`config.mk`:
```
export PLATFORM = sky130hd
export DESIGN_NAME = apb_serial_tx
export DESIGN_NICKNAME = d
export VERILOG_FILES = /design/src/rtl/apb_serial_tx_pkg.sv /design/src/rtl/apb_serial_tx_fifo.sv /design/src/rtl/apb_serial_tx.sv
export SDC_FILE = /design/constraint.sdc
export NUM_CORES = 1
export LEC_CHECK = 0
export BUFFER_PORTS_ARGS = -buffer_cell sky130_fd_sc_hd__buf_2
export CAP_MARGIN = 0
export CORE_ASPECT_RATIO = 1.2
export CORE_UTILIZATION = 56
export CTS_CLUSTER_SIZE = 16
export DETAILED_ROUTE_END_ITERATION = 8
export MAX_ROUTING_LAYER = met4
export PLACE_DENSITY = 0.87
export SYNTH_ARGS = -nofsm -noshare
export SYNTH_HDL_FRONTEND = slang
export SYNTH_SLANG_ARGS = --single-unit
export TNS_END_PERCENT = 30
```
`constraint.sdc`:
```
create_clock -name PCLK -period 3.35 [get_ports PCLK]
set_input_delay 0.335 -clock PCLK [delete_from_list [all_inputs] [get_ports PCLK]]
set_output_delay 0.335 -clock PCLK [all_outputs]
set_load 0.02 [all_outputs]
```
`src/rtl/apb_serial_tx_pkg.sv`:
```
// Shared definitions for the APB serial transmitter: register indices,
// CTRL / IRQ bit positions and the serialiser state encoding.
package apb_serial_pkg;

    localparam int REG_STATUS   = 0;
    localparam int REG_CTRL     = 1;
    localparam int REG_TXDATA   = 2;
    localparam int REG_FRAME    = 3;
    localparam int REG_BAUD     = 4;
    localparam int REG_IRQ_CFG  = 5;
    localparam int REG_IRQ_STAT = 6;

    localparam int STAT_BUSY  = 0;
    localparam int STAT_FULL  = 1;
    localparam int STAT_EMPTY = 2;

    localparam int CTRL_EN       = 0;
    localparam int CTRL_PAR_EN   = 1;
    localparam int CTRL_PAR_ODD  = 2;
    localparam int CTRL_STOP2    = 3;
    localparam int CTRL_FIFO_CLR = 4;

    localparam int IRQ_DONE = 0;
    localparam int IRQ_LOW  = 1;
    localparam int IRQ_OVF  = 2;

    typedef enum logic [2:0] {
        IDLE,
        START,
        DATA,
        PARITY,
        STOP
    } tx_state_t;

endpackage

```
`src/rtl/apb_serial_tx_fifo.sv`:
```
// Synchronous show-ahead TX FIFO with single-cycle clear.
// Latency: a push is visible on dout/count the cycle after the write edge.
// Backpressure: push while full is dropped; pop while empty is ignored.
module tx_fifo #(
    parameter int DATAWIDTH  = 16,
    parameter int FIFO_DEPTH = 16
) (
    input  logic                          clk,
    input  logic                          rst_n,
    input  logic                          push,
    input  logic [DATAWIDTH-1:0]          din,
    input  logic                          pop,
    input  logic                          clr,
    output logic [DATAWIDTH-1:0]          dout,
    output logic [$clog2(FIFO_DEPTH):0]   count,
    output logic                          full,
    output logic                          empty
);

    localparam int AW = $clog2(FIFO_DEPTH);
    localparam int CW = AW + 1;

    logic [DATAWIDTH-1:0] mem [FIFO_DEPTH];
    logic [AW-1:0]        wr_ptr;
    logic [AW-1:0]        rd_ptr;
    logic                 do_push;
    logic                 do_pop;

    assign full    = (count == CW'(FIFO_DEPTH));
    assign empty   = (count == '0);
    assign do_push = push && !full;
    assign do_pop  = pop && !empty;
    assign dout    = mem[rd_ptr];

    always_ff @(posedge clk) begin
        if (do_push && !clr) begin
            mem[wr_ptr] <= din;
        end
    end

    always_ff @(posedge clk or negedge rst_n) begin
        if (!rst_n) begin
            wr_ptr <= '0;
            rd_ptr <= '0;
            count  <= '0;
        end else if (clr) begin
            wr_ptr <= '0;
            rd_ptr <= '0;
            count  <= '0;
        end else begin
            if (do_push) begin
                wr_ptr <= wr_ptr + AW'(1);
            end
            if (do_pop) begin
                rd_ptr <= rd_ptr + AW'(1);
            end
            case ({do_push, do_pop})
                2'b10:   count <= count + CW'(1);
                2'b01:   count <= count - CW'(1);
                default: count <= count;
            endcase
        end
    end

endmodule

```
`src/rtl/apb_serial_tx.sv`:
```
// APB-programmed serial transmitter: register file, TX FIFO and frame serialiser.
// Latency: push at edge k pops at k+1, tx_o falls at k+2; frames run back-to-back.
// Backpressure: none on APB (PREADY_o=1); pushes into a full FIFO are dropped and flag OVF.
module apb_serial_tx
    import apb_serial_pkg::*;
#(
    parameter int ADDRESSWIDTH = 3,
    parameter int DATAWIDTH    = 16,
    parameter int FIFO_DEPTH   = 16
) (
    input  logic                    PCLK,
    input  logic                    PRESETn,
    input  logic [ADDRESSWIDTH-1:0] PADDR_i,
    input  logic [DATAWIDTH-1:0]    PWDATA_i,
    input  logic                    PWRITE_i,
    input  logic                    PSELx_i,
    input  logic                    PENABLE_i,
    output logic [DATAWIDTH-1:0]    PRDATA_o,
    output logic                    PREADY_o,
    output logic                    tx_o,
    output logic                    irq_o
);

    localparam int CW = $clog2(FIFO_DEPTH) + 1;

    logic                 wr_en;
    logic [DATAWIDTH-1:0] rd_val;

    logic [3:0]           ctrl_q;
    logic [4:0]           frame_q;
    logic [DATAWIDTH-1:0] baud_q;
    logic [2:0]           irq_mask_q;
    logic [7:0]           irq_thr_q;
    logic                 done_q;
    logic                 ovf_q;
    logic [2:0]           irq_stat;
    logic                 low;

    logic                 fifo_push;
    logic                 fifo_pop;
    logic                 fifo_clr;
    logic [DATAWIDTH-1:0] fifo_dout;
    logic [CW-1:0]        fifo_count;
    logic                 fifo_full;
    logic                 fifo_empty;

    tx_state_t            state_q;
    logic [DATAWIDTH-1:0] shift_q;
    logic [4:0]           nbits_q;
    logic [4:0]           bit_cnt_q;
    logic [DATAWIDTH-1:0] baud_cnt_q;
    logic [DATAWIDTH-1:0] baud_l_q;
    logic                 par_en_l_q;
    logic                 par_bit_q;
    logic                 stop2_l_q;
    logic                 stop_cnt_q;
    logic                 tick;
    logic                 last_stop;
    logic                 load;
    logic                 line_bit;
    logic [4:0]           eff_n;

    function automatic logic data_parity(input logic [DATAWIDTH-1:0] d, input logic [4:0] n);
        logic p;
        p = 1'b0;
        for (int i = 0; i < DATAWIDTH; i++) begin
            if (i < int'(n)) begin
                p = p ^ d[i];
            end
        end
        return p;
    endfunction

    assign wr_en     = PSELx_i && PENABLE_i && PWRITE_i;
    assign fifo_push = wr_en && (PADDR_i == ADDRESSWIDTH'(REG_TXDATA));
    assign fifo_clr  = wr_en && (PADDR_i == ADDRESSWIDTH'(REG_CTRL)) && PWDATA_i[CTRL_FIFO_CLR];
    assign PREADY_o  = 1'b1;

    tx_fifo #(
        .DATAWIDTH  (DATAWIDTH),
        .FIFO_DEPTH (FIFO_DEPTH)
    ) u_fifo (
        .clk   (PCLK),
        .rst_n (PRESETn),
        .push  (fifo_push),
        .din   (PWDATA_i),
        .pop   (fifo_pop),
        .clr   (fifo_clr),
        .dout  (fifo_dout),
        .count (fifo_count),
        .full  (fifo_full),
        .empty (fifo_empty)
    );

    assign low = (32'(fifo_count) <= 32'(irq_thr_q));

    always_comb begin
        irq_stat           = '0;
        irq_stat[IRQ_DONE] = done_q;
        irq_stat[IRQ_LOW]  = low;
        irq_stat[IRQ_OVF]  = ovf_q;
    end

    always_comb begin
        rd_val = '0;
        case (PADDR_i)
            ADDRESSWIDTH'(REG_STATUS): begin
                rd_val[STAT_BUSY]  = (state_q != IDLE);
                rd_val[STAT_FULL]  = fifo_full;
                rd_val[STAT_EMPTY] = fifo_empty;
                rd_val[15:8]       = 8'(fifo_count);
            end
            ADDRESSWIDTH'(REG_CTRL):     rd_val[3:0]  = ctrl_q;
            ADDRESSWIDTH'(REG_FRAME):    rd_val[4:0]  = frame_q;
            ADDRESSWIDTH'(REG_BAUD):     rd_val       = baud_q;
            ADDRESSWIDTH'(REG_IRQ_CFG): begin
                rd_val[2:0]  = irq_mask_q;
                rd_val[15:8] = irq_thr_q;
            end
            ADDRESSWIDTH'(REG_IRQ_STAT): rd_val[2:0]  = irq_stat;
            default:                     rd_val       = '0;
        endcase
    end

    assign PRDATA_o = (PSELx_i && !PWRITE_i) ? rd_val : '0;

    // Register file; sticky bits give priority to a same-cycle set over W1C.
    always_ff @(posedge PCLK or negedge PRESETn) begin
        if (!PRESETn) begin
            ctrl_q     <= '0;
            frame_q    <= 5'd8;
            baud_q     <= '0;
            irq_mask_q <= '0;
            irq_thr_q  <= '0;
            done_q     <= 1'b0;
            ovf_q      <= 1'b0;
            irq_o      <= 1'b0;
        end else begin
            if (wr_en) begin
                case (PADDR_i)
                    ADDRESSWIDTH'(REG_CTRL):  ctrl_q  <= PWDATA_i[3:0];
                    ADDRESSWIDTH'(REG_FRAME): frame_q <= PWDATA_i[4:0];
                    ADDRESSWIDTH'(REG_BAUD):  baud_q  <= PWDATA_i;
                    ADDRESSWIDTH'(REG_IRQ_CFG): begin
                        irq_mask_q <= PWDATA_i[2:0];
                        irq_thr_q  <= PWDATA_i[15:8];
                    end
                    default: ;
                endcase
            end
            done_q <= last_stop || (done_q && !(wr_en && (PADDR_i == ADDRESSWIDTH'(REG_IRQ_STAT))
                                                && PWDATA_i[IRQ_DONE]));
            ovf_q  <= (fifo_push && fifo_full) || (ovf_q && !(wr_en && (PADDR_i == ADDRESSWIDTH'(REG_IRQ_STAT))
                                                && PWDATA_i[IRQ_OVF]));
            irq_o  <= |(irq_stat & irq_mask_q);
        end
    end

    always_comb begin
        eff_n = frame_q;
        if (frame_q == 5'd0 || int'(frame_q) > DATAWIDTH) begin
            eff_n = 5'(DATAWIDTH);
        end
    end

    assign tick      = (baud_cnt_q == baud_l_q);
    assign last_stop = (state_q == STOP) && tick && (!stop2_l_q || stop_cnt_q);
    assign load      = ((state_q == IDLE) || last_stop) && ctrl_q[CTRL_EN] && !fifo_empty;
    assign fifo_pop  = load;

    always_comb begin
        case (state_q)
            START:   line_bit = 1'b0;
            DATA:    line_bit = shift_q[0];
            PARITY:  line_bit = par_bit_q;
            default: line_bit = 1'b1;
        endcase
    end

    // tx_o is registered from the state, so the line lags the FSM by one cycle.
    always_ff @(posedge PCLK or negedge PRESETn) begin
        if (!PRESETn) begin
            state_q    <= IDLE;
            shift_q    <= '0;
            nbits_q    <= 5'd8;
            bit_cnt_q  <= '0;
            baud_cnt_q <= '0;
            baud_l_q   <= '0;
            par_en_l_q <= 1'b0;
            par_bit_q  <= 1'b0;
            stop2_l_q  <= 1'b0;
            stop_cnt_q <= 1'b0;
            tx_o       <= 1'b1;
        end else begin
            tx_o <= line_bit;
            if (load) begin
                state_q    <= START;
                shift_q    <= fifo_dout;
                nbits_q    <= eff_n;
                baud_l_q   <= baud_q;
                par_en_l_q <= ctrl_q[CTRL_PAR_EN];
                par_bit_q  <= data_parity(fifo_dout, eff_n) ^ ctrl_q[CTRL_PAR_ODD];
                stop2_l_q  <= ctrl_q[CTRL_STOP2];
                baud_cnt_q <= '0;
                bit_cnt_q  <= '0;
                stop_cnt_q <= 1'b0;
            end else if (state_q == IDLE) begin
                baud_cnt_q <= '0;
            end else if (!tick) begin
                baud_cnt_q <= baud_cnt_q + DATAWIDTH'(1);
            end else begin
                baud_cnt_q <= '0;
                case (state_q)
                    START: begin
                        state_q   <= DATA;
                        bit_cnt_q <= '0;
                    end
                    DATA: begin
                        shift_q   <= shift_q >> 1;
                        bit_cnt_q <= bit_cnt_q + 5'd1;
                        if (bit_cnt_q == nbits_q - 5'd1) begin
                            state_q    <= par_en_l_q ? PARITY : STOP;
                            stop_cnt_q <= 1'b0;
                        end
                    end
                    PARITY: begin
                        state_q    <= STOP;
                        stop_cnt_q <= 1'b0;
                    end
                    STOP: begin
                        if (stop2_l_q && !stop_cnt_q) begin
                            stop_cnt_q <= 1'b1;
                        end else begin
                            state_q <= IDLE;
                        end
                    end
                    default: state_q <= IDLE;
                endcase
            end
        end
    end

endmodule

```
Word level (Yosys, flattened, before mapping) --
Memory sizes are Yosys's and may differ from the RTL's. Index checks and enable logic that the tools add are counted.
Storage, ports and cells: output and inout port bits 19, RAM bits 256, input port bits 24, ROM bits 0, register bits 118, memories kept 1, bits in latches 0, word-level logic and storage cells 210
Memories:
- u_fifo.mem | words 16, width 16, read ports 1, clocked after memory_dff 0, write ports 1, line apb_serial_tx_fifo.sv:23 | logic [DATAWIDTH-1:0] mem [FIFO_DEPTH];
Operators by class: div/mod/pow operators 0, $mul 0, magnitude comparators 18, equal/unequal tests 19, shifts and indexed selects 0, add/subtract/negate cells 7, reductions and logical operators 54, bitwise logic cells 17, muxes and demuxes 72
Operators by type and width (count):
- 2-to-1 mux 16 bit | 8
- < comparator 4 x 5 -> 1 bit, first input constant | 8
- 2-to-1 mux 1 bit | 39
- 2-to-1 mux 5 bit | 5
- case mux 8 bit (3 select lines) | 1
- 2-to-1 mux 3 bit | 7
- logical AND 1 bit | 20
- < comparator 3 x 5 -> 1 bit, first input constant | 4
- case mux 5 bit (2 select lines) | 2
- case mux 3 bit (6 select lines) | 1
- adder 16 x 1 -> 16 bit, second input constant | 1
- equality test 16 bit | 1
- 2-to-1 mux 4 bit | 4
- XOR 1 bit | 16
- equality test 3 x 2 -> 1 bit, second input constant | 4
- equality test 3 bit, second input constant | 4
- case mux 3 bit (4 select lines) | 1
- adder 5 x 1 -> 5 bit, second input constant | 2
- logical NOT 5 bit | 2
- < comparator 1 x 5 -> 1 bit, first input constant | 2
- < comparator 2 x 5 -> 1 bit, first input constant | 2
- subtractor 5 x 1 -> 5 bit, second input constant | 2
- case mux 1 bit (3 select lines) | 3
- nonzero test 3 bit | 3
- 23 further kinds | 45

Longest topological paths before layout --
depth in word-level cells 53, depth in mapped cells 15, mapped depth without buffers 14

Modules after synthesis --
A second synthesis with hierarchy kept.
Unflattened totals: cell total of the unflattened synthesis 1086, area total of the unflattened synthesis 16495.8 um^2
By module, submodules not included:
- tx_fifo | area an instance 10772.8 um^2, instances 1, seq. area each 8012.7 um^2, cells each 476
- apb_serial_tx | area an instance 5723.0 um^2, instances 1, seq. area each 2631.3 um^2, cells each 610

Least setup slack after synthesis --
Ideal clock, no wire load.
path type flip-flop to flip-flop, from register baud_cnt_q[2], to register u_fifo.count[4], required time 3214 ps, period minus slack after synthesis 3446 ps, arrival 3310 ps, cell stages (with the launch flop) 16, setup time 136 ps, path slack -96 ps, path buffers 1, cell sequence dfrtp_1 > xor2_1 > nor4_1 > nand4_1 > a21o_1 > a2111oi_4 > clkbuf_1 > and2_1 > ha_1 > a21o_1 > a21oi_1 > nor3_1 > a31oi_1 > nor2_1 > a21oi_1 > o21ai_0
On the way: word-level cells in the longest chain between the ends 10, elaborated cells between the ends (all ways) 12, classes of those cells eq/ne: 3; mux: 2; reduce/logical: 7
Ends and longest elaborated chain:
- start: declaration | line apb_serial_tx.sv:51 | logic [DATAWIDTH-1:0] baud_cnt_q;
- start signal: assignment | line apb_serial_tx.sv:210 | baud_cnt_q <= baud_cnt_q + DATAWIDTH'(1);
- equality test 16 bit (*) | line apb_serial_tx.sv:166 | assign tick = (baud_cnt_q == baud_l_q);
- logical AND 1 bit (*) (2 in series) | line apb_serial_tx.sv:167 | assign last_stop = (state_q == STOP) && tick && (!stop2_l_q || stop_cnt_q);
- logical OR 1 bit (*) | line apb_serial_tx.sv:168 | assign load = ((state_q == IDLE) || last_stop) && ctrl_q[CTRL_EN] && !fifo_empty;
- logical AND 1 bit (*) (2 in series) | line apb_serial_tx.sv:168
- logical AND 1 bit (*) | line apb_serial_tx_fifo.sv:32 | assign do_pop = pop && !empty;
- equality test 2 x 1 -> 1 bit / equality test 2 bit (equally long branches) | line apb_serial_tx_fifo.sv:57 | case ({do_push, do_pop})
- case mux 5 bit (2 select lines) | line apb_serial_tx_fifo.sv:57
- 2-to-1 mux 5 bit | line apb_serial_tx_fifo.sv:46 | end else if (clr) begin
- end signal: assignment | line apb_serial_tx_fifo.sv:58 | 2'b10: count <= count + CW'(1);
- end signal: assignment | line apb_serial_tx_fifo.sv:59 | 2'b01: count <= count - CW'(1);
- end signal: assignment | line apb_serial_tx_fifo.sv:60 | default: count <= count;
- end: declaration | line apb_serial_tx_fifo.sv:15 | output logic [$clog2(FIFO_DEPTH):0] count,
Every way passes the cells marked *; elsewhere a longest branch is shown, timed or not. A chain may end at the register's enable or synchronous reset.

Worst setup path after layout --
from register u_fifo.rd_ptr[0], to register par_bit_q
On the way: word-level cells in the longest chain between the ends 49
Ends and longest elaborated chain:
- start: declaration | line apb_serial_tx_fifo.sv:25 | logic [AW-1:0] rd_ptr;
- start signal: assignment | line apb_serial_tx_fifo.sv:55 | rd_ptr <= rd_ptr + AW'(1);
- memory read (16 x 16 bit) (*)
- 2-to-1 mux 1 bit | line apb_serial_tx.sv:67 | if (i < int'(n)) begin
- 2-to-1 mux 1 bit | line apb_serial_tx.sv:196 | if (load) begin
- XOR 1 bit | line apb_serial_tx.sv:68 | p = p ^ d[i];
- 2-to-1 mux 1 bit | line apb_serial_tx.sv:67
- 2-to-1 mux 1 bit | line apb_serial_tx.sv:196
- XOR 1 bit | line apb_serial_tx.sv:68
- 2-to-1 mux 1 bit | line apb_serial_tx.sv:67
- [33 not listed]
- 2-to-1 mux 1 bit | line apb_serial_tx.sv:196
- XOR 1 bit | line apb_serial_tx.sv:68
- 2-to-1 mux 1 bit | line apb_serial_tx.sv:67
- 2-to-1 mux 1 bit | line apb_serial_tx.sv:196
- XOR 1 bit | line apb_serial_tx.sv:68
- 2-to-1 mux 1 bit (*) | line apb_serial_tx.sv:67
- 2-to-1 mux 1 bit (*) | line apb_serial_tx.sv:196
- XOR 1 bit (*) | line apb_serial_tx.sv:202 | par_bit_q <= data_parity(fifo_dout, eff_n) ^ ctrl_q[CTRL_PAR_ODD];
- end signal: assignment | line apb_serial_tx.sv:202
- end: declaration | line apb_serial_tx.sv:54 | logic par_bit_q;
Every way passes the cells marked *; elsewhere a longest branch is shown, timed or not. The select of a mux whose other input is x is not followed.

==> impl_metrics.env <==
export IMPL_grt_start_max_net_pins=73
export IMPL_cts_tree="built"
export IMPL_boundaryPins=43
export IMPL_avgViaCountPerCell=6.30
export IMPL_hp_start="PWDATA_i[14]"
export IMPL_p_leak_uw=0.00723
export IMPL_synth_cell_types=66
export IMPL_power_internal_uw=10400
export IMPL_design_core_area_um2=28900
export IMPL_critPathSlowestCell="dfrtp_4"
export IMPL_via_count=10200
export IMPL_stdcell_count=1626
export IMPL_yosys_warnings=0
export IMPL_reg2reg_from="u_fifo.rd_ptr[0]"
export IMPL_drt_pass1_iterations=7
export IMPL_combPwrFrac_pct=37.0
export IMPL_drtIter0Drc=1048
export IMPL_path_cells="buf_16, mux2i_1, a221oi_2, a22oi_1, a21oi_1, xor2_1, o21ai_0, xnor2_1, xnor3_1, xnor2_1, a21oi_1"
export IMPL_worstPathArrival_ns=3.62
export IMPL_place_congestion=0.939
export IMPL_rows=68
export IMPL_utilization_pct=65.1
export IMPL_synthesis_nets=1155
export IMPL_cp_depth=11
export IMPL_power_switching_uw=5380
export IMPL_numCtsBuffers=36
export IMPL_antenna_found_initial=0
export IMPL_worst_pin_slew_ns=0.967
export IMPL_area_growth_pct=13.9
export IMPL_ys_flop_type="edfxtp_1"
export IMPL_p_seq_share_pct=37.3
export IMPL_worstPathRequired_ns=3.73
export IMPL_root_buffer="clkbuf_16"
export IMPL_end_kind="register"
export IMPL_postRouteAntennaNets=0
export IMPL_slowest_delay_ns=0.55
export IMPL_n_antenna_cell=0
export IMPL_finalPower_uw=15800
export IMPL_initial_core_util_pct=57.2
export IMPL_cp_start_kind="register"
export IMPL_switching_share_pct=34.0
export IMPL_die_h_um=190
export IMPL_grt_pass1_vias=10500
export IMPL_synthesis_area_um2=16500
export IMPL_syn_instance_count=1113
export IMPL_grt_ovfl_total=0
export IMPL_rrSetupSlack_ns=0.11
export IMPL_final_max_slew_viol_count=0
export IMPL_fin_crit_ns=3.24
export IMPL_clock_fmax_mhz=309
export IMPL_crit_type="register to register"
export IMPL_setup_viol=0
export IMPL_path_max_fanout=39
export IMPL_rsz0062_at_grt="true"
export IMPL_async_reset_ff_share_pct=31.6
export IMPL_avgSynthCellArea_um2=14.9
export IMPL_preCtsSetupSlack_ns=-0.00951
export IMPL_ys_ff_latch=374
export IMPL_fin_ws_ns=0.113
export IMPL_cts_sinks=374
export IMPL_hold_end="u_fifo.mem[8][14]"
export IMPL_cap_viol_max_count=0
export IMPL_finalClockSkew_ns=0.0296
export IMPL_grt_total_usage_pct=27.6
export IMPL_cts_buffer_depth=3
export IMPL_layout_nets=1258
export IMPL_grt_pass1_wl_mm=60.9
export IMPL_htreeDepth=2
export IMPL_worst_path_dominant_cell_family="compound AO/OA/AOI/OAI gates"
export IMPL_wl_per_cell_um=24.8
export IMPL_clk_transition_reported_paths_ns=0.07
export IMPL_drcViolationCount=0
export IMPL_seq_area_frac_synth_pct=64.4
export IMPL_status="complete, no violations"
export IMPL_dieArea_um2=30200
export IMPL_place_inst=1550
export IMPL_port_buffer_count=41
export IMPL_clkLatencyLatePin_ns=0.54
export IMPL_ir_worst_vdd_mv=0.511
export IMPL_routed_wl_mm=40.3
export IMPL_synth_edff_count=256
export IMPL_r2r_cells=11
export IMPL_finalCritPeriodShare_pct=96.6
export IMPL_p_clk_share_pct=25.7
export IMPL_cp_buffers_inverters=1
export IMPL_min_path_type="input port to register"
export IMPL_hold_path_cell_count=1
export IMPL_hold_violations=0
export IMPL_timing_rr_end="par_bit_q"
export IMPL_drive_gt1_share_pct=25.8
export IMPL_dpl_hpwl_mm=25.3
export IMPL_slew_headroom_pct=35.6
export IMPL_die_x_um=159
export IMPL_p_per_area_nw_per_um2=839
cells by family after synthesis:
| family | count (synthesis) | synth area share (%) |
|---|---|---|
| adder cells (fa/ha/maj) | 18 | 1.41 |
| multiplexers | 177 | 14.4 |
| XOR/XNOR | 57 | 3.22 |
| other | 1 | 0.0227 |
| AND/OR/NAND/NOR | 249 | 6.93 |
| buffers and inverters | 71 | 2.58 |
| flip-flops | 374 | 64.4 |
| AO/OA/AOI/OAI | 166 | 7.13 |
sequential cells by signal, indices dropped and copies added (netlist names), 3 cells and up:
name	count
baud_cnt_q	16
baud_l_q	16
baud_q	16
bit_cnt_q	5
ctrl_q	4
frame_q	5
irq_mask_q	3
irq_thr_q	8
nbits_q	5
shift_q	16
state_q	3
u_fifo.count	5
u_fifo.mem	256
u_fifo.rd_ptr	4
u_fifo.wr_ptr	4
per-stage QoR:
stage               instance area, µm²  setup TNS [ns]  hold WS [ns]
finish                           18800               0         0.195
global route                     18800         -0.0244         0.211
CTS                              18700               0         0.199
detailed placement               17500        -0.00951         0.489
global placement                 17500               0         0.475
floorplan                        16500               0        0.0394
layer usage:
layer  wire, µm  GRT usage, %  up-vias  share of wire (%)
met5          0             -        -                  0
met1      14700          32.3     5061                 37
met4       2160          14.8        0                5.4
met2      20200          45.9      610                 50
met3       3170          4.87      153                7.9
li1           -             -     4412                  -
how the worst max path moves through the flow:
stage / startpoint / end
floorplan: baud_cnt_q[4] / u_fifo.count[4]
global placement: baud_cnt_q[12] / u_fifo.count[4]
detailed placement: u_fifo.rd_ptr[0] / par_bit_q
CTS: baud_cnt_q[15] / u_fifo.count[4]
global route: u_fifo.rd_ptr[0] / par_bit_q
finish: u_fifo.rd_ptr[0] / par_bit_q
cells in the mapped netlist, drive strengths merged, types with 3 or more instances:
master	instances	area, µm²
mux2	59	668
mux2i	76	761
mux4	42	946
nor3b	3	22.5
o22a	5	43.8
nor3	13	65.1
o221ai	4	35.0
nand4	4	25.0
nor4	9	56.3
a221oi	20	225
clkbuf	19	71.3
a22oi	14	115
buf	32	280
edfxtp	256	7690
a21oi	32	164
and3	7	43.8
o21ai	50	250
xnor2	23	220
ha	17	213
nor2b	9	56.3
nor2	78	295
inv	20	75.1
xor2	33	289
nand2	75	282
and2	13	81.3
nand2b	13	83.8
dfrtp	115	2880
nand3	20	100
dfstp	3	78.8
a211oi	6	50.1
o22ai	4	31.3
a31oi	10	62.6
a21o	5	37.5
final cells by class:
cell class	instances	area (µm²)
Sequential cell	374	10700
Timing Repair Buffer	116	861
Tap cell	385	482
Multi-Input combinational cell	668	5610
Fill cell	1911	10100
Clock inverter	22	223
Inverter	20	75.1
Clock buffer	41	940
cells in the final DEF, fill, tap and decap left out, types with 6 or more instances in the layout:
cell type	count
nor3_1	8
inv_1	20
edfxtp_1	256
o21ai_1	6
a31oi_1	10
buf_2	40
a221oi_2	11
a221oi_1	9
xnor2_1	21
mux2_2	58
mux4_2	42
ha_1	16
a22oi_1	11
xor2_1	33
nor2_1	77
clkinv_1	8
nor4_2	6
a21oi_1	30
nand2b_1	12
nand2_1	73
nand3_1	20
o21ai_0	44
dfrtp_1	112
and2_1	11
and3_1	7
buf_4	69
clkbuf_16	37
mux2i_1	74
nor2b_1	8
power by group through the flow:
| stage | registers, µW | clock network (µW) | logic, µW |
|---|---|---|---|
| CTS | 5870 | 4080 | 5620 |
| global route | 5940 | 4260 | 6210 |
| floorplan | 5720 | 0 | 4240 |
| global placement | 5950 | 0 | 5170 |
| detailed placement | 5970 | 0 | 5380 |
| finish | 5890 | 4060 | 5850 |
repair_timing:
item / in CTS / in global routing
buffers inserted: 3 / 9
hold buffers: 1 / 0
gates cloned: 0 / 1
pin swaps: 0 / 9
resized for setup: 3 / 15
endpoints found under the hold margin: 6 / 0
setup endpoints to repair: 2 / 2
(Power assumes the default switching activity.)
